[src/rtl/pc_sequencer.sv]
// pc_sequencer: program-counter sequencer for a MIPS-style fetch front end.
//
// Each instruction at pc is decoded combinationally. There is no delay slot,
// and any redirect is loaded on the next advancing clock edge. A candidate
// next PC that is misaligned or outside instruction memory freezes the
// sequencer in FAULT until reset.
//
// Ports:
//   CLK          rising-edge clock
//   reset        asynchronous active-low reset
//   imem_ready   fetch valid; the PC advances only when high
//   opcode       instr[31:26]
//   rt_field     instr[20:16], REGIMM selector
//   func         instr[5:0]
//   imm16        branch offset in words
//   target26     jump target field
//   rs_data      register rs value
//   rt_data      register rt value
//   pc           current instruction address
//   branch_taken current instruction redirects the PC
//   link_we      link-register write request
//   link_addr    link value (pc+4)
//   invpc        sticky invalid-PC fault
//   error        fault cause: bit0 misaligned, bit1 out of range
//   instr_count  retired-instruction count, wraps mod 2^32
module pc_sequencer #(
  parameter logic [31:0] RESET_PC  = 32'h0000_0000,
  parameter int          MEM_WORDS = 1024
) (
  input  logic        CLK,
  input  logic        reset,
  input  logic        imem_ready,
  input  logic [5:0]  opcode,
  input  logic [4:0]  rt_field,
  input  logic [5:0]  func,
  input  logic [15:0] imm16,
  input  logic [25:0] target26,
  input  logic [31:0] rs_data,
  input  logic [31:0] rt_data,
  output logic [31:0] pc,
  output logic        branch_taken,
  output logic        link_we,
  output logic [31:0] link_addr,
  output logic        invpc,
  output logic [1:0]  error,
  output logic [31:0] instr_count
);

  typedef enum logic {S_RUN, S_FAULT} state_t;

  localparam logic [5:0] OP_SPECIAL = 6'b000000;
  localparam logic [5:0] OP_REGIMM  = 6'b000001;
  localparam logic [5:0] OP_J       = 6'b000010;
  localparam logic [5:0] OP_JAL     = 6'b000011;
  localparam logic [5:0] OP_BEQ     = 6'b000100;
  localparam logic [5:0] OP_BNE     = 6'b000101;
  localparam logic [5:0] OP_BLEZ    = 6'b000110;
  localparam logic [5:0] OP_BGTZ    = 6'b000111;
  localparam logic [5:0] FN_JR      = 6'b001000;
  localparam logic [5:0] FN_JALR    = 6'b001001;

  // 33 bits so that a byte limit of 2^32 or more still compares correctly.
  localparam logic [32:0] PC_LIMIT = 33'(MEM_WORDS) * 33'd4;

  state_t             state, state_nxt;
  logic        [31:0] pc_nxt, cnt_nxt;
  logic               invpc_nxt;
  logic        [1:0]  error_nxt;

  logic        [31:0] pc_plus4, br_target, j_target, redirect_pc, next_pc;
  logic signed [31:0] rs_s;
  logic               taken_raw, is_link, run, advance;
  logic        [1:0]  fault_bits;

  // Word offset scaled to bytes, sign-extended to 32 bits.
  function automatic logic [31:0] branch_offset(input logic [15:0] imm);
    return {{14{imm[15]}}, imm, 2'b00};
  endfunction

  assign rs_s      = signed'(rs_data);
  assign pc_plus4  = pc + 32'd4;
  assign br_target = pc_plus4 + branch_offset(imm16);
  assign j_target  = {pc_plus4[31:28], target26, 2'b00};

  // Instruction decode: taken flag, link flag and redirect address.
  always_comb begin
    taken_raw   = 1'b0;
    is_link     = 1'b0;
    redirect_pc = br_target;
    case (opcode)
      OP_SPECIAL: begin
        if (func == FN_JR) begin
          taken_raw   = 1'b1;
          redirect_pc = rs_data;
        end else if (func == FN_JALR) begin
          taken_raw   = 1'b1;
          is_link     = 1'b1;
          redirect_pc = rs_data;
        end
      end
      OP_REGIMM: begin
        case (rt_field)
          5'b00000: taken_raw = (rs_s < 0);
          5'b00001: taken_raw = (rs_s >= 0);
          5'b10000: begin
            taken_raw = (rs_s < 0);
            is_link   = 1'b1;
          end
          5'b10001: begin
            taken_raw = (rs_s >= 0);
            is_link   = 1'b1;
          end
          default: ;
        endcase
      end
      OP_J: begin
        taken_raw   = 1'b1;
        redirect_pc = j_target;
      end
      OP_JAL: begin
        taken_raw   = 1'b1;
        is_link     = 1'b1;
        redirect_pc = j_target;
      end
      OP_BEQ:  taken_raw = (rs_data == rt_data);
      OP_BNE:  taken_raw = (rs_data != rt_data);
      OP_BLEZ: taken_raw = (rs_s <= 0);
      OP_BGTZ: taken_raw = (rs_s > 0);
      default: ;
    endcase
  end

  assign next_pc    = taken_raw ? redirect_pc : pc_plus4;
  assign fault_bits = {({1'b0, next_pc} >= PC_LIMIT), (next_pc[1:0] != 2'b00)};

  assign run          = (state == S_RUN);
  assign advance      = run && imem_ready;
  assign branch_taken = run && taken_raw;
  assign link_we      = advance && is_link;
  assign link_addr    = pc_plus4;

  // Next-state logic: commit on a clean advance, freeze on a faulting one.
  always_comb begin
    state_nxt = state;
    pc_nxt    = pc;
    cnt_nxt   = instr_count;
    invpc_nxt = invpc;
    error_nxt = error;
    if (advance) begin
      if (fault_bits != 2'b00) begin
        state_nxt = S_FAULT;
        invpc_nxt = 1'b1;
        error_nxt = fault_bits;
      end else begin
        pc_nxt  = next_pc;
        cnt_nxt = instr_count + 32'd1;
      end
    end
  end

  always_ff @(posedge CLK or negedge reset) begin
    if (!reset) begin
      state       <= S_RUN;
      pc          <= RESET_PC;
      instr_count <= 32'd0;
      invpc       <= 1'b0;
      error       <= 2'b00;
    end else begin
      state       <= state_nxt;
      pc          <= pc_nxt;
      instr_count <= cnt_nxt;
      invpc       <= invpc_nxt;
      error       <= error_nxt;
    end
  end

endmodule

[config.mk]
export PLATFORM = sky130hd
export DESIGN_NAME = pc_sequencer
export DESIGN_NICKNAME = d
export VERILOG_FILES = /design/src/rtl/pc_sequencer.sv
export SDC_FILE = /design/constraint.sdc
export NUM_CORES = 1
export LEC_CHECK = 0
export BUFFER_PORTS_ARGS = -buffer_cell sky130_fd_sc_hd__buf_2
export CAP_MARGIN = 10
export CORE_MARGIN = 8
export CORE_UTILIZATION = 48
export CTS_BUF_LIST = sky130_fd_sc_hd__clkbuf_8
export DETAILED_ROUTE_END_ITERATION = 6
export PLACE_DENSITY = 0.77
export SLEW_MARGIN = 5
export SYNTH_ARGS = -nofsm -noshare
export SYNTH_HDL_FRONTEND = slang
export SYNTH_SLANG_ARGS = --single-unit
[constraint.sdc]
create_clock -name CLK -period 4.6 [get_ports CLK]
set_clock_uncertainty 0.15 [all_clocks]
set_input_delay 0.69 -clock CLK [delete_from_list [all_inputs] [get_ports CLK]]
set_output_delay 0.69 -clock CLK [all_outputs]
set_load 0.05 [all_outputs]
==> results of run 1 <==
## per-stage QoR
step | instances | TNS (ns) | worst slack, ns
finish | 1396 | -5.79 | -0.225
global route | 1396 | -16.50 | -0.413
CTS | 1379 | -1.93 | -0.154
detailed placement | 1346 | -25.20 | -0.462
global placement | 1346 | -21.32 | -0.404
floorplan | 806 | -32.76 | -0.582
## where the power goes
group          switching, mW  leakage [nW]  internal [mW]
combinational          0.193          4.32          0.157
sequential           0.00339         0.888          0.591
clock                  0.227         0.108          0.293
## cell families (layout without fill, tap and decap cells)
| group | Yosys count | count (layout) |
|---|---|---|
| AOI/OAI and AO/OA | 198 | 198 |
| buffers and inverters | 47 | 457 |
| muxes | 21 | 21 |
| xor gates and xnor gates | 112 | 112 |
| DFF | 67 | 67 |
| adders and majority gates | 36 | 36 |
| and+or+nand+nor | 325 | 325 |
## registers in the layout, summed over array words and instances (netlist names)
signal / count
error: 2
instr_count: 32
pc: 32
state: 1
## worst paths after layout
| path | start | slack, ns | depth (start not counted) | end |
|---|---|---|---|---|
| hold reg to reg | instr_count[31] | 0.35 | 1 | instr_count[31] |
| setup / recovery | pc[3] | -0.23 | 17 | state |
| min in group asynchronous | reset | 0.40 | 1 | instr_count[17] |
| setup reg to reg | pc[3] | -0.23 | 17 | state |
| hold / removal | instr_count[31] | 0.35 | 1 | instr_count[31] |
| max in group asynchronous | reset | 3.03 | 2 | pc[14] |
## worst max-delay path, stage by stage (launching register included)
cell	delay, ns
dfrtp_2	0.41
ha_4	0.15
nand3_2	0.08
or4_4	0.48
nor4_4	0.34
xor2_4	0.27
buf_6	0.14
ha_4	0.21
a21oi_4	0.16
nand2_1	0.07
or3b_4	0.39
or3_1	0.33
a31o_2	0.23
a21oi_4	0.15
o221ai_1	0.13
or3_4	0.39
o21a_1	0.22
or3b_1	0.39
## layout by cell type (no fill, tap or decap), types with 8 or more instances in the layout
cell type,instances
a21oi_1,33
xor2_1,47
o22ai_1,11
nor4_1,19
nor2_1,34
nand2_1,62
nor2b_1,24
dfrtp_1,52
nor3_1,18
buf_2,226
xnor2_2,9
ha_4,13
ha_1,22
nand3_2,8
o21ai_1,10
inv_1,14
and2_1,14
nand3_1,25
nor4_4,8
mux2_2,9
a21o_1,19
mux2_4,8
buf_4,186
dfrtp_2,15
o21ai_0,24
xnor2_1,45
nand4_1,21
a31oi_1,14
clkbuf_8,12
o21a_1,10
and3_1,28
## layer usage
metal,share of wire [%],wire [um]
met1,40,11900
met2,48,14200
met3,8.5,2530
met4,3.7,1090
met5,0,0
## synthesized netlist by cell type (4+ instances only)
| library cell | number |
|---|---|
| mux2_2 | 11 |
| clkbuf_1 | 20 |
| o21ai_1 | 5 |
| nor2_1 | 38 |
| a31oi_1 | 17 |
| nand3_1 | 36 |
| mux2i_1 | 4 |
| and2_1 | 15 |
| a21oi_1 | 43 |
| and4_1 | 8 |
| a311oi_1 | 5 |
| o21ai_0 | 32 |
| dfrtp_1 | 67 |
| nor3_1 | 20 |
| and3_1 | 34 |
| o22ai_1 | 12 |
| a222oi_1 | 7 |
| nand4_1 | 21 |
| a21o_1 | 19 |
| o31ai_1 | 4 |
| o21a_1 | 10 |
| o21bai_1 | 5 |
| xor2_1 | 54 |
| mux2_1 | 6 |
| nand2b_1 | 4 |
| a31o_2 | 4 |
| or4_1 | 7 |
| buf_2 | 5 |
| nor2b_1 | 24 |
| xnor2_1 | 57 |
| or3_1 | 4 |
| nand2_1 | 66 |
| o2111ai_1 | 5 |
| inv_1 | 17 |
| ha_1 | 35 |
| nor4_1 | 26 |
## cell type report
| cell class | instances | area share, % |
|---|---|---|
| multi-input combinational | 692 | 53.8 |
| timing repair buffer | 424 | 25.6 |
| sequential | 67 | 15.8 |
| tap | 180 | 2.10 |
| clock buffer | 12 | 1.54 |
| inverter | 17 | 0.596 |
| clock inverter | 4 | 0.444 |
## repair_timing
action / in CTS / in global routing
gates cloned: 3 / 1
setup buffers: 14 / 18
setup endpoints to repair: 67 / 67
resized for setup: 54 / 60
endpoints found under the hold margin: 0 / 0
pin swaps: 32 / 33
==> reports/qor.txt, run 1 <==
Clk slew on worst S/H paths = 0.08 ns
Vias in the first global route = 8334
Worst-margin pin slew = 1.08 ns
Die area = 0.0180 mm^2
Gr usage total = 30.2%
CTS Buffer Depth = 2
Largest family of logic cells by synthesized area = simple AND/OR/NAND/NOR gates
Fin. Hold Viols = 0
DRC = 0
HP Class = flop to flop
Lkg Pwr = 5.32 nW
Synth Area in Compound Gates = 20.1%
Mapped Area = 0.00671 mm^2
Register bit total from synthesis = 67
Post-DR vias/cell = 6.03
Average wire per standard cell = 21.3 um
Tmin final = 4.83 ns
Met2 GRT Util = 50.3%
Fin area = 0.0107 mm^2
Nets = 1373
Gr busiest metal = met2
Fmax = 207 MHz
Synth Area per Inst = 8.32 um^2
Die Ht = 134 um
WP data required = 4.66 ns
Main synth FF type = dfrtp_1
Core Area = 0.0138 mm^2
Detailed Route WL = 29.7 mm
Mux contribution to synthesized area = 3.45%
CTS tree = yes
Worst slew margin = 28.0%
Post-synth cell types = 76
Status = complete, but fails checks
Met3 Use GR = 5.31%
Synth Area in Simple Gates = 26.9%
Slew Viols, Final = 0
First-pass GRT wire length = 43.5 mm
Startpoint Class = flop
Num CTS Buffers = 9
Register area share after synthesis = 25.0%
Layout cells sized above 1 = 49.2%
Buffers on Ports = 226
Met1 usage = 37.6%
Worst Setup End Kind = flop
Period utilisation layout = 105%
Clk Latency, worst-skew pair = 0.34 ns
CTS root buffer = clkbuf_8
Post-synth top area share = 25.0%
RD Place Congestion = 0.997
Peak VDD IR = 0.233 mV
Largest cells by area after synthesis = dfrtp_1, xnor2_1, xor2_1
FP Rows = 43
Worst setup path class = flop to flop
Synth warn = 0
Area of the multi-input gates = 0.00576 mm^2
Antenna viol nets, final = 0
Post-synthesis xor/xnor area fraction = 14.8%
Initial antenna violation count = 0
Initial drt markers = 956
RSZ-0062 raised after global routing = yes
Critical Path AT = 4.89 ns
Final setup violation count = 62
Post-synth top area cell = dfrtp_1
Antenna diodes = 0
Final Worst Setup Slack = -0.225 ns
IO Pins = 227
Fillers = 964
Area Overhead vs Synth = 59.6%
Post-layout util = 77.7%
Max cap viols = 0
Adder-cell area share of the yosys netlist = 6.83%
Remaining global-route overflow = 0
DRT Pass-1 Iters = 6
Cell count after synthesis = 806
Die width = 134 um
Sequential Area = 0.00170 mm^2
Maximum number of pins on one net before global-route repair = 50
Starting density of the core = 48.7%
Sink Count = 67
Post-synth EDFFs = 0
Syn Nets = 968
H-tree depth = 3
Hold buffers post-CTS = 0
Hpwl dp = 22.2 mm
Overall power = 1.47 mW
Async S/R FF share, synth = 100%
Detailed-route via count = 8422
Hold_ws = 0.345 ns
Power Dens Cells = 137 mW/mm^2
Crit-path max FO = 4
Failing checks = negative setup slack
DP Area = 0.00953 mm^2
Note: power is estimated with default switching activity, not from simulation.
==> run 2: changes to the inputs <==
--- a/config.mk
+++ b/config.mk
@@ -11,6 +11,7 @@
 export CORE_UTILIZATION = 48
 export CTS_BUF_LIST = sky130_fd_sc_hd__clkbuf_8
 export DETAILED_ROUTE_END_ITERATION = 6
+export GPL_TIMING_DRIVEN = 0
 export PLACE_DENSITY = 0.77
 export SLEW_MARGIN = 5
 export SYNTH_ARGS = -nofsm -noshare
==> reports/qor.txt, run 2 (same netlist as run 1, synthesis figures left out) <==
Status = complete, but fails checks (unchanged)
Failing checks = negative setup slack (unchanged)
HP Class = input pin to asynchronous set/reset pin (was flop to flop)
RR Startpoint = pc[2] (was pc[3])
Sink Count = 67 (unchanged)
Fin. Hold Viols = 0 (unchanged)
Final Worst Setup Slack = -0.342 ns (was -0.225 ns)
DP Area = 0.00844 mm^2 (was 0.00953 mm^2)
Worst Setup End Kind = flop (unchanged)
Commonest non-fill, non-tap cells in the layout = buf_2, nand2_1, dfrtp_1 (was buf_2, buf_4, nand2_1)
Setup crit start = pc[2] (was pc[3])
WP data required = 4.67 ns (was 4.66 ns)
IO Pins = 227 (unchanged)
Worst slew margin = 22.3% (was 28.0%)
Post-route insts no fill = 1258 (was 1396)
Maximum number of pins on one net before global-route repair = 68 (was 50)
Nets = 1234 (was 1373)
Initial antenna violation count = 1 (was 0)
Power share of the combinational group = 22.1% (was 23.9%)
Die area = 0.0180 mm^2 (unchanged)
Starting density of the core = 48.7% (unchanged)
CP max stage cell = or4_4 (unchanged)
Setup TNS = -14.24 ns (was -5.79 ns)
Startpoint Class = flop (unchanged)
Area Overhead vs Synth = 41.6% (was 59.6%)
Fmax = 202 MHz (was 207 MHz)
P_sw = 0.402 mW (was 0.424 mW)
Average wire per standard cell = 21.1 um (was 21.3 um)
Critical path cell sequence = ha_4 -> nand3_4 -> or4_4 -> nor2_4 -> xnor2_4 -> inv_2 -> buf_4 -> ha_4 -> a21oi_4 -> o21a_1 -> or3b_4 -> or3_1 -> a31o_2 -> a21oi_2 -> o221ai_1 -> or3_4 -> o21a_1 -> or3b_1 (was ha_4 -> nand3_2 -> or4_4 -> nor4_4 -> xor2_4 -> buf_6 -> ha_4 -> a21oi_4 -> nand2_1 -> or3b_4 -> or3_1 -> a31o_2 -> a21oi_4 -> o221ai_1 -> or3_4 -> o21a_1 -> or3b_1)
Clk Latency, worst-skew pair = 0.35 ns (was 0.34 ns)
Remaining global-route overflow = 0 (unchanged)
Post-DR vias/cell = 6.22 (was 6.03)
Commonest non-fill, non-tap cell in the layout = buf_2 (unchanged)
Int Power = 1.00 mW (was 1.04 mW)
Buffers on Ports = 226 (unchanged)
Slowest Stage Delay on Critical Path = 0.63 ns (was 0.48 ns)
Worst setup path class = flop to flop (unchanged)
DRC = 0 (unchanged)
Fin area = 0.00950 mm^2 (was 0.0107 mm^2)
Reg2reg end = state (unchanged)
Register-to-Register Path Depth = 18 (was 17)
CTS Buffer Depth = 2 (unchanged)
Worst-margin pin slew = 1.16 ns (was 1.08 ns)
Gr usage total = 27.4% (was 30.2%)
Num CTS Buffers = 9 (unchanged)
Power share of the clock group = 35.6% (was 35.5%)
Max cap viols = 0 (unchanged)
Crit-path max FO = 5 (was 4)
Period utilisation layout = 107% (was 105%)
Core Area = 0.0138 mm^2 (unchanged)
Hpwl dp = 20.3 mm (was 22.2 mm)
Die width = 134 um (unchanged)
Hold_ws = 0.285 ns (was 0.345 ns)
Slew Viols, Final = 0 (unchanged)
Critical Path AT = 5.02 ns (was 4.89 ns)
Fillers = 1137 (was 964)
Top Registers = instr_count x32, pc x32, error x2 (unchanged)
RSZ-0062 raised after global routing = yes (unchanged)
Vias in the first global route = 7380 (was 8334)
DRT Pass-1 Iters = 5 (was 6)
First-pass GRT wire length = 39.6 mm (was 43.5 mm)
Layout cells sized above 1 = 40.8% (was 49.2%)
Clk slew on worst S/H paths = 0.08 ns (about the same)
Peak VDD IR = 0.175 mV (was 0.233 mV)
RD Place Congestion = 0.958 (was 0.997)
CTS tree = yes (unchanged)
Die Ht = 134 um (unchanged)
Initial drt markers = 908 (was 956)
Tmin final = 4.94 ns (was 4.83 ns)
Detailed-route via count = 7826 (was 8422)
Lkg Pwr = 4.55 nW (was 5.32 nW)
FP Rows = 43 (unchanged)
Flop pwr share = 42.3% (was 40.6%)
H-tree depth = 3 (unchanged)
Overall power = 1.40 mW (was 1.47 mW)
Placed insts = 1212 (was 1346)
Final setup violation count = 67 (was 62)
CTS root buffer = clkbuf_8 (unchanged)
Power Dens Cells = 148 mW/mm^2 (was 137 mW/mm^2)
Antenna viol nets, final = 0 (unchanged)
Switching Share = 28.7% (was 28.9%)
Detailed Route WL = 26.6 mm (was 29.7 mm)
Flop2flop setup slack = -0.34 ns (was -0.23 ns)
==> run 2: how the worst max path moves through the flow <==
stage	end	cells past startpoint
after CTS	state	16
after floorplan	pc[10]	17
after detailed placement	instr_count[22]	18
final	state	18
after global routing	instr_count[17]	22
after global placement	instr_count[26]	18
==> run 2: layout make-up <==
type | instances | area [um^2] | area share, %
multi-input combinational | 692 | 5650 | 59.5
clock inverter | 5 | 53.8 | 0.567
buffer | 22 | 164 | 1.73
timing repair buffer | 263 | 1490 | 15.7
tap | 180 | 225 | 2.37
clock buffer | 11 | 151 | 1.59
sequential | 67 | 1700 | 17.9
antenna | 1 | 2.50 | 0.0264
inverter | 17 | 63.8 | 0.672
==> run 2: critical path, delay by kind of cell (launching register included) <==
family	cells	cell delay, ns
flops	1	0.41
fa+ha+maj	2	0.38
simple gates	7	2.40
buf+inv	2	0.24
xor+xnor	1	0.15
compound gates	6	1.08
==> run 2: per-stage QoR <==
| step | utilization (%) | worst slack (ns) |
|---|---|---|
| final | 68.9 | -0.342 |
| after global placement | 61.3 | -0.903 |
| after CTS | 66.4 | -0.222 |
| after global routing | 68.9 | -0.479 |
| after floorplan | - | -0.582 |
| after detailed placement | 61.3 | -0.943 |
==> run 2: timing repair <==
| action | CTS | global route |
|---|---|---|
| pin swaps | 27 | 25 |
| resized for setup | 67 | 46 |
| hold buffers | 0 | 0 |
| gates cloned | 1 | 1 |
| endpoints found under the setup margin | 67 | 68 |
| endpoints found under the hold margin | 0 | 0 |
| buffers inserted | 23 | 12 |
==> run 2: layer usage <==
metal / up-vias / wire [um] / track usage, %
met4: 0 / 713 / 8.86
met1: 3757 / 10800 / 35.5
li1: 3568 / - / -
met2: 443 / 12500 / 44.4
met3: 58 / 2500 / 5.76
met5: - / 0 / 0
==> run 2: power groups by stage <==
stage,Sequential (mW),Clock [mW],Combinational [mW]
after detailed placement,0.604,0,0.275
final,0.593,0.499,0.310
after floorplan,0.613,0,0.141
after global routing,0.593,0.533,0.332
after global placement,0.604,0,0.272
after CTS,0.593,0.508,0.288
==> run 3: changes to the inputs <==
--- a/config.mk
+++ b/config.mk
@@ -9,7 +9,7 @@
 export CAP_MARGIN = 10
 export CORE_MARGIN = 8
 export CORE_UTILIZATION = 48
-export CTS_BUF_LIST = sky130_fd_sc_hd__clkbuf_8
+export CTS_BUF_LIST = sky130_fd_sc_hd__clkbuf_4
 export DETAILED_ROUTE_END_ITERATION = 6
 export GPL_TIMING_DRIVEN = 0
 export PLACE_DENSITY = 0.77
==> reports/qor.txt, run 3 (same netlist as run 1, synthesis figures left out) <==
IO Pins = 227 (unchanged)
Final setup violation count = 67 (unchanged)
Area Overhead vs Synth = 36.5% (was 41.6%)
FP Rows = 43 (unchanged)
Clk slew on worst S/H paths = 0.11 ns (was 0.08 ns)
Crit-path max FO = 5 (unchanged)
Detailed-route via count = 7736 (was 7826)
Worst-margin pin slew = 1.24 ns (was 1.16 ns)
Worst setup path class = flop to flop (unchanged)
Buffers on Ports = 226 (unchanged)
CTS tree = yes (unchanged)
RD Place Congestion = 0.958 (unchanged)
HP Class = input pin to asynchronous set/reset pin (unchanged)
Sink Count = 67 (unchanged)
Worst Setup End Kind = flop (unchanged)
Num CTS Buffers = 9 (unchanged)
Worst slew margin = 16.5% (was 22.3%)
Tmin final = 4.91 ns (was 4.94 ns)
Gr usage total = 26.9% (was 27.4%)
Initial antenna violation count = 1 (unchanged)
DRT Pass-1 Iters = 7 (was 5)
Placed insts = 1212 (unchanged)
Lkg Pwr = 4.40 nW (was 4.55 nW)
H-tree depth = 3 (unchanged)
Initial drt markers = 884 (was 908)
Hold_ws = 0.234 ns (was 0.285 ns)
Critical Path AT = 5.04 ns (was 5.02 ns)
Clk Latency, worst-skew pair = 0.40 ns (was 0.35 ns)
Setup TNS = -13.38 ns (was -14.24 ns)
Core Area = 0.0138 mm^2 (unchanged)
Vias in the first global route = 7332 (was 7380)
Maximum number of pins on one net before global-route repair = 68 (unchanged)
Die area = 0.0180 mm^2 (unchanged)
Max cap viols = 0 (unchanged)
RSZ-0062 raised after global routing = yes (unchanged)
Post-layout util = 66.5% (was 68.9%)
Average wire per standard cell = 20.6 um (was 21.1 um)
CTS root buffer = clkbuf_4 (was clkbuf_8)
Period utilisation layout = 107% (about the same)
Power Dens Cells = 138 mW/mm^2 (was 148 mW/mm^2)
Starting density of the core = 48.7% (unchanged)
Fmax = 204 MHz (was 202 MHz)
WP data required = 4.73 ns (was 4.67 ns)
Detailed Route WL = 25.7 mm (was 26.6 mm)
Hpwl dp = 20.3 mm (unchanged)
Antenna viol nets, final = 0 (unchanged)
Layout cells sized above 1 = 39.2% (was 40.8%)
Nets = 1227 (was 1234)
Final Worst Setup Slack = -0.308 ns (was -0.342 ns)
Post-route insts no fill = 1251 (was 1258)
CTS Buffer Depth = 2 (unchanged)
Fin. Hold Viols = 0 (unchanged)
Commonest non-fill, non-tap cell in the layout = buf_2 (unchanged)
Failing checks = negative setup slack (unchanged)
Die Ht = 134 um (unchanged)
Flop2flop setup slack = -0.31 ns (was -0.34 ns)
Status = complete, but fails checks (unchanged)
Peak VDD IR = 0.241 mV (was 0.175 mV)
First-pass GRT wire length = 39.0 mm (was 39.6 mm)
Die width = 134 um (unchanged)
Slew Viols, Final = 0 (unchanged)
Commonest non-fill, non-tap cells in the layout = buf_2, nand2_1, dfrtp_1 (unchanged)
DRC = 0 (unchanged)
Startpoint Class = flop (unchanged)
Remaining global-route overflow = 0 (unchanged)
Post-DR vias/cell = 6.18 (was 6.22)
Top Registers = instr_count x32, pc x32, error x2 (unchanged)
==> run 3: cell types whose count changed in the layout (fill, tap and decap cells not counted), sizes merged <==
cell,previous run,this run
buf,271,264
inv,18,17
clkinv,1,3
bufbuf,1,0
==> run 3: per-stage QoR <==
| step | power (mW) | worst slack, ns | cell area (um^2) |
|---|---|---|---|
| finish | 1.26 | -0.308 | 9160 |
| detailed placement | 0.879 | -0.943 | 8440 |
| CTS | 1.27 | -0.232 | 8980 |
| floorplan | 0.754 | -0.582 | 7080 |
| global placement | 0.876 | -0.903 | 8440 |
| global route | 1.32 | -0.467 | 9160 |
==> run 3: final cells by class <==
cell class | count | area [um^2]
flip-flops and latches | 67 | 1700
multi-input cells | 692 | 5540
repair buffers | 255 | 1360
plain buffers | 23 | 145
inverters | 17 | 63.8
clock buffers | 10 | 75.1
diodes | 1 | 2.50
fillers | 1194 | 4620
well taps | 180 | 225
clock inverters | 6 | 57.6
==> run 3: final timing paths <==
path,startpoint,endpoint,depth (start not counted)
setup / recovery,pc[2],state,16
hold / removal,reset,instr_count[27],1
setup reg to reg,pc[2],state,16
hold reg to reg,instr_count[31],instr_count[31],1
max in group asynchronous,reset,pc[8],1
min in group CLK,instr_count[31],instr_count[31],1
==> run 3: worst max-delay path, cell delays in order (launching register included) <==
cell      delay (ns)
dfrtp_2         0.42
ha_4            0.16
nand3_4         0.10
or4_4           0.65
nor4_4          0.28
xor2_4          0.30
ha_4            0.27
a21oi_4         0.16
nand2_1         0.07
or3b_4          0.42
or3_1           0.32
a31o_2          0.23
a21oi_2         0.16
o221ai_1        0.13
or3_4           0.41
o21a_1          0.20
or3b_1          0.34
==> run 3: timing repair <==
item,4_1_cts,5_1_grt
hold buffers,0,0
setup buffers,24,5
resized for setup,59,28
pin swaps,21,16
endpoints found under the setup margin,67,68
==> run 3: layer usage <==
layer,GRT usage [%],share of wire (%),vias up
met4,9.48,2.9,0
met3,5.87,10,50
met2,43.5,46,425
li1,-,-,3544
met1,34.5,40,3717
met5,0,0,-
==> run 3: power breakdown <==
group          total (mW)  switching (mW)  leakage [nW]  internal [mW]
Sequential          0.593         0.00166         0.887          0.591
Combinational       0.302           0.174          3.45          0.128
Clock               0.369           0.202        0.0675          0.167
